## src/rtl/sweep_sequencer.sv

```systemverilog
// sweep_sequencer: run controller for a single sweep_transition block.
// It drives the sweep block's enable and step tick, counts completed passes
// by watching the two mask corner bits, and ends a run once a programmed
// pass target is reached or when a stop request arrives.
module sweep_sequencer #(
  parameter int WIDTH      = 4,
  parameter int CNT_WIDTH  = 16,
  parameter int PASS_WIDTH = 8,
  parameter int ARM_CYCLES = 2
) (
  input  logic                  clk_i,
  input  logic                  arstn_i,
  input  logic                  start_i,
  input  logic                  stop_i,
  input  logic                  pause_i,
  input  logic [CNT_WIDTH-1:0]  period_i,
  input  logic [PASS_WIDTH-1:0] passes_i,
  input  logic [WIDTH-1:0]      mask_i,
  output logic                  en_o,
  output logic                  tick_o,
  output logic                  busy_o,
  output logic                  done_o,
  output logic [PASS_WIDTH-1:0] pass_cnt_o
);

  localparam int ARM_W = (ARM_CYCLES > 1) ? $clog2(ARM_CYCLES) : 1;
  localparam logic [ARM_W-1:0] ARM_LAST = ARM_W'(ARM_CYCLES - 1);

  typedef enum logic [2:0] {
    S_IDLE,
    S_ARM,
    S_RUN,
    S_PAUSE,
    S_DONE
  } state_e;

  state_e                state_q, state_d;
  logic [CNT_WIDTH-1:0]  period_q, period_d;
  logic [PASS_WIDTH-1:0] passes_q, passes_d;
  logic [PASS_WIDTH-1:0] passCnt_q, passCnt_d;
  logic [CNT_WIDTH-1:0]  tickCnt_q, tickCnt_d;
  logic [ARM_W-1:0]      armCnt_q, armCnt_d;
  logic [1:0]            cPrev_q;
  logic                  en_q, tick_q, busy_q, done_q;

  logic [1:0]            corner;
  logic                  passEvent;
  logic [PASS_WIDTH-1:0] passInc;
  logic                  hitTarget;
  logic [CNT_WIDTH-1:0]  tickNext;
  logic                  tickFire;
  logic                  unusedMaskBits;

  // Only the two corner bits of the mask carry pass information.
  assign corner         = {mask_i[WIDTH-1], mask_i[0]};
  assign unusedMaskBits = ^mask_i;

  // Pass detection: a rising corner in RUN or PAUSE is one pass, even if both corners rise together.
  always_comb begin
    passEvent = 1'b0;
    if ((state_q == S_RUN) || (state_q == S_PAUSE)) begin
      passEvent = |(corner & ~cPrev_q);
    end
    passInc   = (passCnt_q == '1) ? passCnt_q : passCnt_q + PASS_WIDTH'(1);
    hitTarget = passEvent && (passes_q != '0) && (passInc == passes_q);
    tickNext  = (tickCnt_q == period_q) ? '0 : tickCnt_q + CNT_WIDTH'(1);
  end

  // Next-state logic: stop beats completion, completion beats pause.
  always_comb begin
    state_d   = state_q;
    period_d  = period_q;
    passes_d  = passes_q;
    passCnt_d = passCnt_q;
    tickCnt_d = tickCnt_q;
    armCnt_d  = armCnt_q;
    tickFire  = 1'b0;
    case (state_q)
      S_IDLE: begin
        if (start_i && !stop_i) begin
          // A zero period would hold tick high continuously, so clamp to 1.
          period_d  = (period_i == '0) ? CNT_WIDTH'(1) : period_i;
          passes_d  = passes_i;
          passCnt_d = '0;
          armCnt_d  = '0;
          state_d   = S_ARM;
        end
      end
      S_ARM: begin
        if (stop_i) begin
          state_d = S_IDLE;
        end else if (armCnt_q == ARM_LAST) begin
          tickCnt_d = '0;
          state_d   = S_RUN;
        end else begin
          armCnt_d = armCnt_q + ARM_W'(1);
        end
      end
      S_RUN: begin
        if (stop_i) begin
          state_d = S_IDLE;
        end else begin
          if (passEvent) begin
            passCnt_d = passInc;
          end
          if (hitTarget) begin
            state_d = S_DONE;
          end else if (pause_i) begin
            state_d = S_PAUSE;
          end else begin
            tickCnt_d = tickNext;
            tickFire  = (tickNext == period_q);
          end
        end
      end
      S_PAUSE: begin
        if (stop_i) begin
          state_d = S_IDLE;
        end else begin
          if (passEvent) begin
            passCnt_d = passInc;
          end
          if (hitTarget) begin
            state_d = S_DONE;
          end else if (!pause_i) begin
            state_d = S_RUN;
          end
        end
      end
      S_DONE: begin
        state_d = S_IDLE;
      end
      default: begin
        state_d = S_IDLE;
      end
    endcase
  end

  // State, run parameters, counters and registered outputs, with synchronous active-low reset.
  always_ff @(posedge clk_i) begin
    if (!arstn_i) begin
      state_q   <= S_IDLE;
      period_q  <= '0;
      passes_q  <= '0;
      passCnt_q <= '0;
      tickCnt_q <= '0;
      armCnt_q  <= '0;
      cPrev_q   <= '0;
      en_q      <= 1'b0;
      tick_q    <= 1'b0;
      busy_q    <= 1'b0;
      done_q    <= 1'b0;
    end else begin
      state_q   <= state_d;
      period_q  <= period_d;
      passes_q  <= passes_d;
      passCnt_q <= passCnt_d;
      tickCnt_q <= tickCnt_d;
      armCnt_q  <= armCnt_d;
      cPrev_q   <= corner;
      en_q      <= (state_d == S_ARM) || (state_d == S_RUN) || (state_d == S_PAUSE);
      tick_q    <= tickFire;
      busy_q    <= (state_d != S_IDLE);
      done_q    <= (state_d == S_DONE);
    end
  end

  assign en_o       = en_q;
  assign tick_o     = tick_q;
  assign busy_o     = busy_q;
  assign done_o     = done_q;
  assign pass_cnt_o = passCnt_q;

endmodule

```

## config.mk

```make
export PLATFORM = sky130hd
export DESIGN_NAME = sweep_sequencer
export DESIGN_NICKNAME = d
export VERILOG_FILES = /design/src/rtl/sweep_sequencer.sv
export SDC_FILE = /design/constraint.sdc
export NUM_CORES = 1
export LEC_CHECK = 0
export CAP_MARGIN = 20
export CORE_AREA = 2 2 107 109
export CTS_BUF_LIST = sky130_fd_sc_hd__clkbuf_16
export DETAILED_ROUTE_END_ITERATION = 12
export DIE_AREA = 0 0 109 111
export GPL_TIMING_DRIVEN = 1
export MAX_ROUTING_LAYER = met4
export PLACE_DENSITY_LB_ADDON = 0.05
export SYNTH_ARGS = -nofsm -noshare
export SYNTH_HDL_FRONTEND = slang
export SYNTH_SLANG_ARGS = --single-unit
```

## constraint.sdc

```tcl
create_clock -name clk_i -period 2.69 [get_ports clk_i]
set_input_delay 0.4035 -clock clk_i [delete_from_list [all_inputs] [get_ports clk_i]]
set_output_delay 0.4035 -clock clk_i [all_outputs]
set_load 0.03 [all_outputs]
```

==> flow_summary.ini <==
[clocking]
cts-resized-gates = 0
clock-root-buffer = clkbuf_16
post_cts_buffers = 0
ctsHoldBuffers = 0
clockBufferDepth = 2
cts.sinks = 58
numCtsBuffers = 9
cts_tree = done
h-tree-depth = 3
cts.clk_slew.worst_paths_ps = 50
insertion_delay_ps = 330

[final_layout]
area_growth_pct = 29.6
final_area_um2 = 4890
fin_util_pct = 44.1
diodes = 0
drive_gt1_share_pct = 13.3
fin_nets = 579

[floorplan]
die_h_um = 111
start_util_pct = 34.0
dieArea_um2 = 12100
rows = 39
core_area_um2 = 11100
io_pins = 45
die_w_um = 109

[setup_path]
r2r-start = pass_cnt_o[1]
r2r_setup_slack_ps = 180
critPathRequiredTime_ps = 2880
cp.arrival_ps = 2700
crit_type = register to register
cp-end-kind = register
crit_start = pass_cnt_o[1]
r2r-end = tickCnt_q[2]
cp_max_fo = 20
startpoint_type = register
rr_worst_depth = 10

[synthesis]
syn_inst = 489
synth_edf_count = 0
ys_seq_elements = 58
synth_async_sr_flop_share_pct = 0
yosys.cell_types.count = 62
yosys_warnings = 0
syn_area_per_cell_um2 = 7.71
yosysSeqAreaShare_pct = 30.8
syn_area_um2 = 3770
synth_fp_nets = 524
synthFlopType = dfxtp_1

[global_routing]
grt.met3_usage_pct = 3.35
grt_max_degree = 54
grt_pass1_wl_um = 18500
use_met2_pct = 29.1
grtUsageTotal_pct = 20.3
use_met1_pct = 29.2
gr-max-usage-layer = met1
grt_pass1_vias = 3581
antenna_found_initial = 0
grt_overflow = 0

[timing]
timing.final.crit_share_pct = 93.2
hold_viol_final = 0
finalSetupViolations = 0
finalWorstSetupSlack_ps = 183
period_needed_ps = 2510
fmax_ghz = 0.399
clock_skew_ps = 7.68
slew_violations = 0
fin_setup_tns_ps = 0
maxSlewHeadroom_pct = 64.9
tightest_slew_ps = 526

[placement]
placed_cell_area_um2 = 4510
dp_slack_ps = -7.81
io_buffers = 42
hpwl_um = 8190
gp_congestion = 0.829

[detailed_routing]
drt-initial-drc-count = 214
viasPerCell = 5.35
drt-pass1-iter-count = 4
route.detailed.drc = 0
vias = 3704
final_antenna_net_count = 0
wl_per_cell_um = 16.4
wl_um = 11400

[min_path]
hold_depth = 2
hold-path-endpoint = passes_q[1]
hold_class = register to register
min-delay-start = passes_q[1]

[pwr]
leakage_nw = 1.80
ir_drop_mv = 0.291
pwr_density_cell_nw_per_um2 = 481

[run]
cap_violations = 0

[outcome]
status = complete, no violations
-- worst max path at each step --
stage,cells after the start,endpoint
floorplan,10,tickCnt_q[2]
detailed placement,9,tickCnt_q[14]
CTS,9,tickCnt_q[14]
global placement,8,tickCnt_q[4]
finish,10,tickCnt_q[2]
global route,8,tickCnt_q[14]
-- layout by cell type (no fill, tap or decap), types with 12 or more instances in the layout --
| cell type | instances |
|---|---|
| buf_4 | 39 |
| nor2_1 | 23 |
| clkdlybuf4s50_1 | 42 |
| dfxtp_1 | 55 |
| a21boi_0 | 23 |
| o21ai_0 | 12 |
| nor3_1 | 31 |
| nand3_1 | 20 |
| xor2_1 | 28 |
| nand2_1 | 81 |
| nor4_1 | 16 |
| xnor2_1 | 13 |
| a21oi_1 | 15 |
-- synth_stat cells (3+ instances only) --
cell | n | area (µm²)
mux2i_1 | 5 | 50.1
nand2b_1 | 9 | 56.3
a211oi_1 | 5 | 37.5
or3_1 | 5 | 31.3
and4_1 | 5 | 43.8
dfxtp_1 | 58 | 1160
buf_2 | 11 | 55.1
o21ai_1 | 8 | 40.0
nand3_1 | 21 | 105
o211ai_1 | 4 | 30.0
nor2b_1 | 5 | 31.3
a21boi_0 | 24 | 180
o21ai_0 | 12 | 60.1
o22ai_1 | 3 | 18.8
inv_1 | 4 | 15.0
a31oi_1 | 8 | 50.1
o21a_1 | 4 | 30.0
o2111ai_1 | 3 | 26.3
a21oi_1 | 15 | 75.1
clkbuf_1 | 23 | 86.3
nor4_1 | 18 | 113
nand4_1 | 6 | 37.5
nor3_1 | 32 | 160
a41oi_1 | 7 | 61.3
and3_1 | 5 | 31.3
and2_1 | 4 | 25.0
nor3b_1 | 3 | 22.5
nand2_1 | 81 | 304
xnor2_1 | 13 | 114
xor2_1 | 28 | 245
nor2_1 | 23 | 86.3
-- report_power, final --
group          total, W  internal (W)  switching, W
logic          0.000223      0.000111      0.000111
registers      0.000908      0.000881     0.0000264
clock network   0.00122      0.000799      0.000419
-- registers in the layout, indices dropped and copies added (netlist names) --
name and flops:
done_o 1, cPrev_q 2, tickCnt_q 16, period_q 16, tick_o 1, armCnt_q 1
en_o 1, pass_cnt_o 8, passes_q 8, state_q 3, busy_o 1
-- routing by layer --
| layer | part of all wire [%] | wire length, µm |
|---|---|---|
| met2 | 44 | 5020 |
| met1 | 52 | 5920 |
| met5 | 0 | 0 |
| met4 | 0.51 | 58 |
| met3 | 3.3 | 378 |
-- final cells by class --
type | instances | area, µm²
Clock buffer | 9 | 225
Clock inverter | 7 | 83.8
Fill cell | 1122 | 6190
Inverter | 4 | 15.0
Multi-Input combinational cell | 389 | 2490
Sequential cell | 58 | 1160
Tap cell | 143 | 179
Timing Repair Buffer | 82 | 724
-- stage by stage --
stage	hold WS, ps	total power, W	cells
after floorplan	452	0.00104	489
after CTS	499	0.00238	692
final	496	0.00235	692
after global placement	481	0.00115	676
after detailed placement	491	0.00115	676
after global routing	515	0.00245	692
-- worst max-delay path, stage by stage (launching register included) --
cell	delay, ps
dfxtp_2	360
ha_4	180
buf_4	160
and4_1	240
a21oi_1	170
xnor2_1	150
nand4_1	100
or4_4	570
buf_6	190
a32oi_1	160
o21ai_0	100
-- cell families after synthesis --
kind of cell    count (synthesis)  synth area share, %
compound gates                109                 20.3
xor+xnor                       42                 10.1
mux                             5                 1.33
simple gates                  231                 31.8
flops                          58                 30.8
fa+ha+maj                       2                0.663
buf+inv                        42                 4.94
Note: power is estimated with default switching activity, not from simulation.
